<file path="config.mk">
export PLATFORM = sky130hd
export DESIGN_NAME = uart_rx_ovs
export DESIGN_NICKNAME = d
export VERILOG_FILES = /design/src/rtl/uart_rx_ovs.sv
export SDC_FILE = /design/constraint.sdc
export NUM_CORES = 1
export LEC_CHECK = 0
export ABC_AREA = 1
export BUFFER_PORTS_ARGS = -buffer_cell sky130_fd_sc_hd__buf_2
export CORE_MARGIN = 8
export CORE_UTILIZATION = 50
export CTS_CLUSTER_SIZE = 10
export DETAILED_ROUTE_END_ITERATION = 6
export PLACE_DENSITY = 0.77
export SLEW_MARGIN = 20
export SYNTH_ARGS = -nofsm -noshare
export SYNTH_HDL_FRONTEND = slang
export SYNTH_SLANG_ARGS = --single-unit
</file>
<file path="constraint.sdc">
create_clock -name clk -period 2 [get_ports clk]
set_clock_uncertainty 0.05 [all_clocks]
set_input_delay 0.3 -clock clk [delete_from_list [all_inputs] [get_ports clk]]
set_output_delay 0.3 -clock clk [all_outputs]
set_load 0.005 [all_outputs]
</file>
<file path="src/rtl/uart_rx_ovs.sv">
// Oversampling UART receiver with majority-vote sampling, runtime
// prescale, optional parity and one or two stop bits.
module uart_rx_ovs #(
    parameter int DWIDTH = 8,
    parameter int PWIDTH = 6
) (
    input  logic              clk,
    input  logic              rst,
    input  logic              rx_in,
    input  logic [PWIDTH-1:0] prescale,
    input  logic              par_en,
    input  logic              par_typ,
    input  logic              stop2,
    output logic [DWIDTH-1:0] data_out,
    output logic              data_valid,
    output logic              par_err,
    output logic              stop_err,
    output logic              busy
);

    localparam int BW = $clog2(DWIDTH + 1);

    typedef enum logic [2:0] {
        IDLE,
        START,
        DATA,
        PARITY,
        STOP
    } state_t;

    state_t state_q;
    state_t state_d;

    logic [1:0]        sync_q;
    logic              rx_s;
    logic [PWIDTH-1:0] edge_cnt;
    logic [BW-1:0]     bit_cnt;
    logic              stop_idx;
    logic [PWIDTH-1:0] p_l;
    logic              pe_l;
    logic              pt_l;
    logic              s2_l;
    logic [1:0]        samp;
    logic [DWIDTH-1:0] shreg;
    logic              par_err_int;
    logic              stop_err_int;

    logic [PWIDTH-1:0] p_clamp;
    logic [PWIDTH-1:0] mid;
    logic              at_mid_m1;
    logic              at_mid;
    logic              at_res;
    logic              at_end;
    logic              maj;
    logic              last_bit;
    logic              last_stop;
    logic              start_det;
    logic              frame_done;

    assign rx_s       = sync_q[1];
    assign p_clamp    = (prescale < PWIDTH'(4)) ? PWIDTH'(4) : prescale;
    assign mid        = p_l >> 1;
    assign at_mid_m1  = (edge_cnt == mid - PWIDTH'(1));
    assign at_mid     = (edge_cnt == mid);
    assign at_res     = (edge_cnt == mid + PWIDTH'(1));
    assign at_end     = (edge_cnt == p_l - PWIDTH'(1));
    assign maj        = (samp[0] & samp[1]) | (samp[0] & rx_s) | (samp[1] & rx_s);
    assign last_bit   = (bit_cnt == BW'(DWIDTH - 1));
    assign last_stop  = (stop_idx == s2_l);
    assign start_det  = (state_q == IDLE) && !rx_s;
    assign frame_done = (state_q == STOP) && at_res && last_stop;
    assign busy       = (state_q != IDLE);

    // State register
    always_ff @(posedge clk) begin
        if (rst) begin
            state_q <= IDLE;
        end else begin
            state_q <= state_d;
        end
    end

    // Next-state decode; glitch rejection wins over end-of-bit
    always_comb begin
        state_d = state_q;
        unique case (state_q)
            IDLE: begin
                if (!rx_s) state_d = START;
            end
            START: begin
                if (at_res && maj) state_d = IDLE;
                else if (at_end) state_d = DATA;
            end
            DATA: begin
                if (at_end && last_bit) state_d = pe_l ? PARITY : STOP;
            end
            PARITY: begin
                if (at_end) state_d = STOP;
            end
            STOP: begin
                if (at_res && last_stop) state_d = IDLE;
            end
            default: state_d = IDLE;
        endcase
    end

    // Synchroniser, bit timing, sampling, shifting and frame outputs
    always_ff @(posedge clk) begin
        if (rst) begin
            sync_q       <= 2'b11;
            edge_cnt     <= '0;
            bit_cnt      <= '0;
            stop_idx     <= 1'b0;
            p_l          <= '0;
            pe_l         <= 1'b0;
            pt_l         <= 1'b0;
            s2_l         <= 1'b0;
            samp         <= 2'b00;
            shreg        <= '0;
            par_err_int  <= 1'b0;
            stop_err_int <= 1'b0;
            data_out     <= '0;
            data_valid   <= 1'b0;
            par_err      <= 1'b0;
            stop_err     <= 1'b0;
        end else begin
            sync_q     <= {sync_q[0], rx_in};
            data_valid <= 1'b0;
            par_err    <= 1'b0;
            stop_err   <= 1'b0;
            if (start_det) begin
                p_l          <= p_clamp;
                pe_l         <= par_en;
                pt_l         <= par_typ;
                s2_l         <= stop2;
                edge_cnt     <= '0;
                bit_cnt      <= '0;
                stop_idx     <= 1'b0;
                par_err_int  <= 1'b0;
                stop_err_int <= 1'b0;
            end else if (state_q != IDLE) begin
                edge_cnt <= at_end ? '0 : edge_cnt + PWIDTH'(1);
                if (at_mid_m1) samp[0] <= rx_s;
                if (at_mid)    samp[1] <= rx_s;
                if (at_res) begin
                    if (state_q == DATA) begin
                        shreg <= {maj, shreg[DWIDTH-1:1]};
                    end
                    if (state_q == PARITY) begin
                        par_err_int <= maj ^ (^shreg) ^ pt_l;
                    end
                    if (state_q == STOP) begin
                        stop_err_int <= stop_err_int | ~maj;
                    end
                end
                if (frame_done) begin
                    data_out   <= shreg;
                    data_valid <= 1'b1;
                    par_err    <= pe_l & par_err_int;
                    stop_err   <= stop_err_int | ~maj;
                end
                if (at_end && state_q == DATA && !last_bit) begin
                    bit_cnt <= bit_cnt + BW'(1);
                end
                if (at_end && state_q == STOP) begin
                    stop_idx <= 1'b1;
                end
            end
        end
    end

endmodule

</file>
==> results of run 1 <==
power by group through the flow:
stage          Sequential, mW  Clock, mW  Combinational, mW
2_1_floorplan            1.13          0              0.784
3_3_place_gp             1.15          0               1.05
3_5_place_dp             1.16          0               1.06
4_1_cts                  1.13      0.626               1.09
5_1_grt                  1.16      0.666               1.31
6_report                 1.14      0.615               1.19
repair_timing:
item | 4_1_cts | 5_1_grt
resized for setup | 3 | 26
pin swaps | 1 | 22
endpoints found under the setup margin | 10 | 34
buffers inserted | 4 | 4
worst paths after layout:
check,start,end,slack [ps],cells past startpoint
max reg2reg,p_l[1]$_SDFFE_PP0P_,bit_cnt[0]$_SDFFE_PP0P_,30,13
min reg2reg,sync_q[0]$_SDFF_PP1_,sync_q[1]$_SDFF_PP1_,370,1
min,rx_in,sync_q[0]$_SDFF_PP1_,130,2
max,p_l[1]$_SDFFE_PP0P_,bit_cnt[0]$_SDFFE_PP0P_,30,13
per-stage QoR:
stage               setup WS [ps]  cell area [um2]
finish                      33.50             3232
global route               -67.09             3232
CTS                         12.58             3113
detailed placement          6.111             2968
global placement            42.24             2968
floorplan                   84.62             2665
sequential cells by signal, summed over array words and instances (netlist names), 2 cells and up:
signal,count
bit_cnt,4
shreg,8
samp,2
p_l,6
sync_q,2
state_q,3
edge_cnt,6
data_out,8
cell usage in the layout (no fill, tap or decap), types with 5 or more instances in the layout:
master | synthesis | final
a21oi_1 | 21 | 21
a21oi_2 | 9 | 9
buf_2 | 1 | 23
buf_4 | 0 | 23
clkbuf_8 | 0 | 6
dfxtp_1 | 48 | 43
dfxtp_2 | 0 | 5
inv_1 | 27 | 22
inv_2 | 10 | 14
nand2_1 | 89 | 85
nand2_2 | 19 | 22
nand3_1 | 20 | 20
nor2_1 | 31 | 30
nor2_2 | 5 | 6
nor3_1 | 7 | 7
o21ai_0 | 12 | 11
xnor2_1 | 9 | 8
xor2_1 | 10 | 10
worst reg2reg max path: cells and delay by family (launching register included):
family	cells	cell delay (ps)
fa+ha+maj	1	260
compound gates	1	100
flops	1	370
simple gates	9	1040
buf+inv	2	90
cell usage after synthesis (all sizes together), types with 2 or more instances:
cell	instances
nand4	4
clkinv	3
o21a	2
buf	4
xnor2	9
nand2	108
nand3	24
inv	37
ha	6
nor3	9
o22ai	4
or2	4
o21ai	14
a21oi	30
nor2	40
dfxtp	48
xor2	10
cell families (layout without fill, tap and decap cells):
kind of cell    after synthesis  count (layout)  synth area share (%)
compound gates               53              53                 12.07
xor+xnor                     19              19                 6.244
fa+ha+maj                     6               6                 2.817
simple gates                192             192                 35.68
flops                        48              48                 36.06
buf+inv                      45              97                 7.136
per-layer routing:
layer | up-vias | routed length, um | GRT usage (%)
met5 | - | 0 | 0
met3 | 10 | 323 | 3.952
met4 | 0 | 82 | 4.381
li1 | 1271 | - | -
met2 | 65 | 2933 | 26.55
met1 | 1113 | 2965 | 20.79
final cells by class:
class | count | area share (%)
multi-input combinational | 270 | 49.28
clock inverter | 2 | 0.4259
clock buffer | 6 | 2.555
inverter | 40 | 4.878
tap | 70 | 2.710
sequential | 48 | 29.93
timing repair buffer | 49 | 10.22
==> flow_metrics.tcl, run 1 <==
set metrics [dict create \
    cts_tree "done" \
    startpoint_type "flip-flop" \
    yosysWarnings 0 \
    cts_root_buffer "clkbuf_8" \
    grt_pass1_vias 2280 \
    clk_pin_slew_worst_paths_ps 90 \
    final_nets 432 \
    core_area_um2 5140 \
    htreeDepth 2 \
    synth_flop_cell "dfxtp_1" \
    syn_inst 363 \
    initial_utilization_pct 51.85 \
    chipWidth_um 89.01 \
    powerDensity_nw_per_um2 910.9 \
    cts_num_sinks 48 \
    crit_top_cell "nand2_1" \
    multi_input_area_um2 1593 \
    hp-class "in -> reg" \
    hold_viol 0 \
    relSlewSlack_pct 66.77 \
    antenna_cells 0 \
    rows 26 \
    critical-path-slowest-cell "dfxtp_2" \
    maxCapViolations 0 \
    drive_gt1_share_pct 33.01 \
    drtIter0Drc 145 \
    whs_ps 134.7 \
    syn_area_um2 2665 \
    yosysTopAreaCellShare_pct 36.06 \
    total_power_mw 2.944 \
    p_seq_share_pct 38.7 \
    cts_buffers 5 \
    synth_edf_count 0 \
    clkLatencyLatePin_ps 300 \
    drc 0 \
    ios 24 \
    ir_drop_uv 601.8 \
    p_leak_nw 1.363 \
    first_pass_iters 4 \
    min_period_over_period_pct 98.33 \
    ys_top_cells_by_area "dfxtp_1 (36%), nand2_1 (13%), nand2_2 (4.5%), nor2_1 (4.4%), a21oi_1 (3.9%)" \
    dp.cells 469 \
    synth_seq_cells 48 \
    crit_fanout 6 \
    routed_wl_mm 6.304 \
    critical_path_class "reg -> reg" \
    synth_area_leader_cell "dfxtp_1" \
    p_comb_share_pct 40.4 \
    stdcell_count 485 \
    grt_first_pass_wirelength_mm 10.20 \
    p_sw_mw 1.158 \
    drv_slew 0 \
    cts_buffer_depth 2 \
    overflow 0 \
    yosysUniqueCellTypes 41 \
    rsz0062_at_grt "yes" \
    vias 2459 \
    post-route-min-period_ps 1967 \
    worst_path_largest_cell_delay_ps 370 \
    status "completed" \
    post-route-util_pct 62.88 \
    setup_violations 0 \
    max_freq_mhz 508.5 \
    grt_usage_pct 16.27 \
    fin_setup_tns_ps 0 \
    worst_pin_slew_ps 493.9 \
    ff_latch_area_um2 967.2 \
    wl_per_cell_um 13.00 \
    syn_area_per_cell_um2 7.342 \
    worstSetupEndpointType "flip-flop" \
    antenna_found_initial 0 \
    path_delay_family "simple AND/OR/NAND/NOR gates" \
    die-area_um2 7922 \
    ys_seq_area_share_pct 36.06 \
    swShare_pct 39.32 \
    fp.dieH_um 89.01 \
    dp_hpwl_mm 4.646 \
    pwr-share-clk_pct 20.9 \
    syn_nets 381 \
    fillers 474 \
    ant_nets 0 \
    ys_async_sr_fraction_pct 0 \
    grt_start_max_net_pins 23 \
    io_buffers 23 \
    p_int_mw 1.786 \
    globalplace.congestion 0.9136 \
    hold_buffers 0 \
    area_delta_synth_final_pct 21.27 \
    crit_arrival_ps 2160 \
    vias_per_cell 5.070 \
    path_cells "inv_4, ha_4, inv_2, nand2_1, nand2_1, nor2_1, nand2_2, nor2_8, nand3_4, nor2_4, nand2_4, or2_1, a21oi_2" \
    critPathBufInv 2 \
    crit_required_ps 2190 \
]
(Power assumes the default switching activity.)
==> run 2: changes to the inputs <==
--- a/config.mk
+++ b/config.mk
@@ -11,7 +11,7 @@
 export CORE_UTILIZATION = 50
 export CTS_CLUSTER_SIZE = 10
 export DETAILED_ROUTE_END_ITERATION = 6
-export PLACE_DENSITY = 0.77
+export PLACE_DENSITY_LB_ADDON = 0.08
 export SLEW_MARGIN = 20
 export SYNTH_ARGS = -nofsm -noshare
 export SYNTH_HDL_FRONTEND = slang
==> flow_metrics.tcl, run 2 (synthesis results as in run 1) <==
set metrics [dict create \
    post-route-min-period_ps 1927 \
    ant_nets 0 \
    final_cell_mix "nand2_1 (86), dfxtp_1 (43), nor2_1 (28), buf_4 (28), inv_1 (24)" \
    clkLatencyLatePin_ps 300 \
    maxCapViolations 0 \
    worst_path_largest_cell_delay_ps 330 \
    setup_violations 0 \
    rows 26 \
    drive_gt1_share_pct 33.49 \
    io_buffers 23 \
    cts_root_buffer "clkbuf_8" \
    r2r_setup_slack_ps 70 \
    grt_pass1_vias 2215 \
    multi_input_area_um2 1607 \
    wl_met1_mm 3.112 \
    whs_ps 123.6 \
    worstSetupEndpointType "flip-flop" \
    relSlewSlack_pct 72.88 \
    powerDensity_nw_per_um2 913.0 \
    post-route-util_pct 63.39 \
    crit_arrival_ps 2090 \
    fp.dieH_um 89.01 \
    clk_pin_slew_worst_paths_ps 90 \
    drv_slew 0 \
    grt_usage_pct 16.48 \
    globalplace.congestion 0.8577 \
    area_delta_synth_final_pct 22.25 \
    hold_viol 0 \
    chipWidth_um 89.01 \
    vias_per_cell 4.922 \
    drtIter0Drc 61 \
    crit_required_ps 2160 \
    antenna_cells 0 \
    cts_buffer_depth 2 \
    crit_fanout 5 \
    final_common_cell "nand2_1" \
    htreeDepth 2 \
    overflow 0 \
    path_cells "inv_1, ha_4, inv_2, nand2_1, nand2_1, nor2_2, nand2_2, nor2_8, nand4_1, nand2_1, nand3_2, nor2_4, nand2_1, nand2_1, nor2_1" \
    hold_buffers 0 \
    fillers 481 \
    drc 0 \
    dp_hpwl_mm 4.658 \
    grt_first_pass_wirelength_mm 10.23 \
    wl_per_cell_um 12.69 \
    initial_utilization_pct 51.85 \
    max_freq_mhz 518.8 \
    first_pass_iters 4 \
    routed.top_layer "met4" \
    final_nets 435 \
    critical-path-slowest-cell "dfxtp_2" \
    rsz0062_at_grt "yes" \
    ios 24 \
    cts_num_sinks 48 \
    p_leak_nw 1.365 \
    min_period_over_period_pct 96.37 \
    vias 2402 \
    status "completed" \
    ff_latch_area_um2 969.7 \
    top_regs "data_out (8), shreg (8)" \
    cts_tree "done" \
    critical_path_class "reg -> reg" \
    grt_start_max_net_pins 23 \
    hp-class "in -> reg" \
    routed_wl_mm 6.191 \
    ir_drop_uv 788.0 \
    cts_buffers 5 \
    die-area_um2 7922 \
    wl_met3_um 254 \
    startpoint_type "flip-flop" \
    antenna_found_initial 0 \
    route.met2.wl_mm 2.742 \
    core_area_um2 5140 \
    worst_pin_slew_ps 403.7 \
    crit_top_cell "nand2_1" \
]
-- run 2: routing by layer --
metal,vias up,global-route usage [%]
met5,-,0
met4,0,5.136
met3,7,3.493
met2,48,25.47
met1,1070,22.25
li1,1277,-
-- run 2: power by group --
part | internal (mW) | switching (mW) | leakage, nW
Combinational | 0.483 | 0.718 | 0.930
Sequential | 1.03 | 0.115 | 0.391
Clock | 0.281 | 0.348 | 0.0434
-- run 2: path summary, 6_finish.rpt --
check | start | to | depth (start not counted)
worst min-delay path | rx_in | sync_q[0]$_SDFF_PP1_ | 2
worst max register to register | p_l[0]$_SDFFE_PP0P_ | state_q[1]$_SDFFE_PP0P_ | 15
worst min register to register | sync_q[0]$_SDFF_PP1_ | sync_q[1]$_SDFF_PP1_ | 1
worst max-delay path | p_l[0]$_SDFFE_PP0P_ | state_q[1]$_SDFFE_PP0P_ | 15
-- run 2: cell type report --
class	count	area share (%)
Clock buffer	6	2.535
Clock inverter	2	0.4608
Inverter	40	4.916
Multi-Input combinational cell	270	49.31
Sequential cell	48	29.76
Tap cell	70	2.688
Timing Repair Buffer	52	10.33
-- run 2: repair_timing --
item | CTS | global route
pin swaps | 0 | 14
resized for setup | 5 | 27
cloned | 0 | 0
setup buffers | 0 | 3
endpoints found under the hold margin | 0 | 0
setup endpoints to repair | 14 | 33
-- run 2: critical path: cells and delay by family (launching register included) --
family,cells,cell delay [ps]
flip-flops,1,330
buffers and inverters,2,110
AND/OR/NAND/NOR,12,1060
adder cells (fa/ha/maj),1,280
-- run 2: stage by stage --
stage	setup slack (ps)	cell area (um2)	setup TNS [ps]	total power, mW	std cells
after floorplan	84.62	2665	0	1.918	363
after CTS	16.04	3154	0	2.952	485
after global placement	20.47	3028	0	2.291	477
after global routing	-74.99	3258	-261.5	3.184	488
final	72.63	3258	0	2.975	488
after detailed placement	-27.75	3028	-74.59	2.303	477
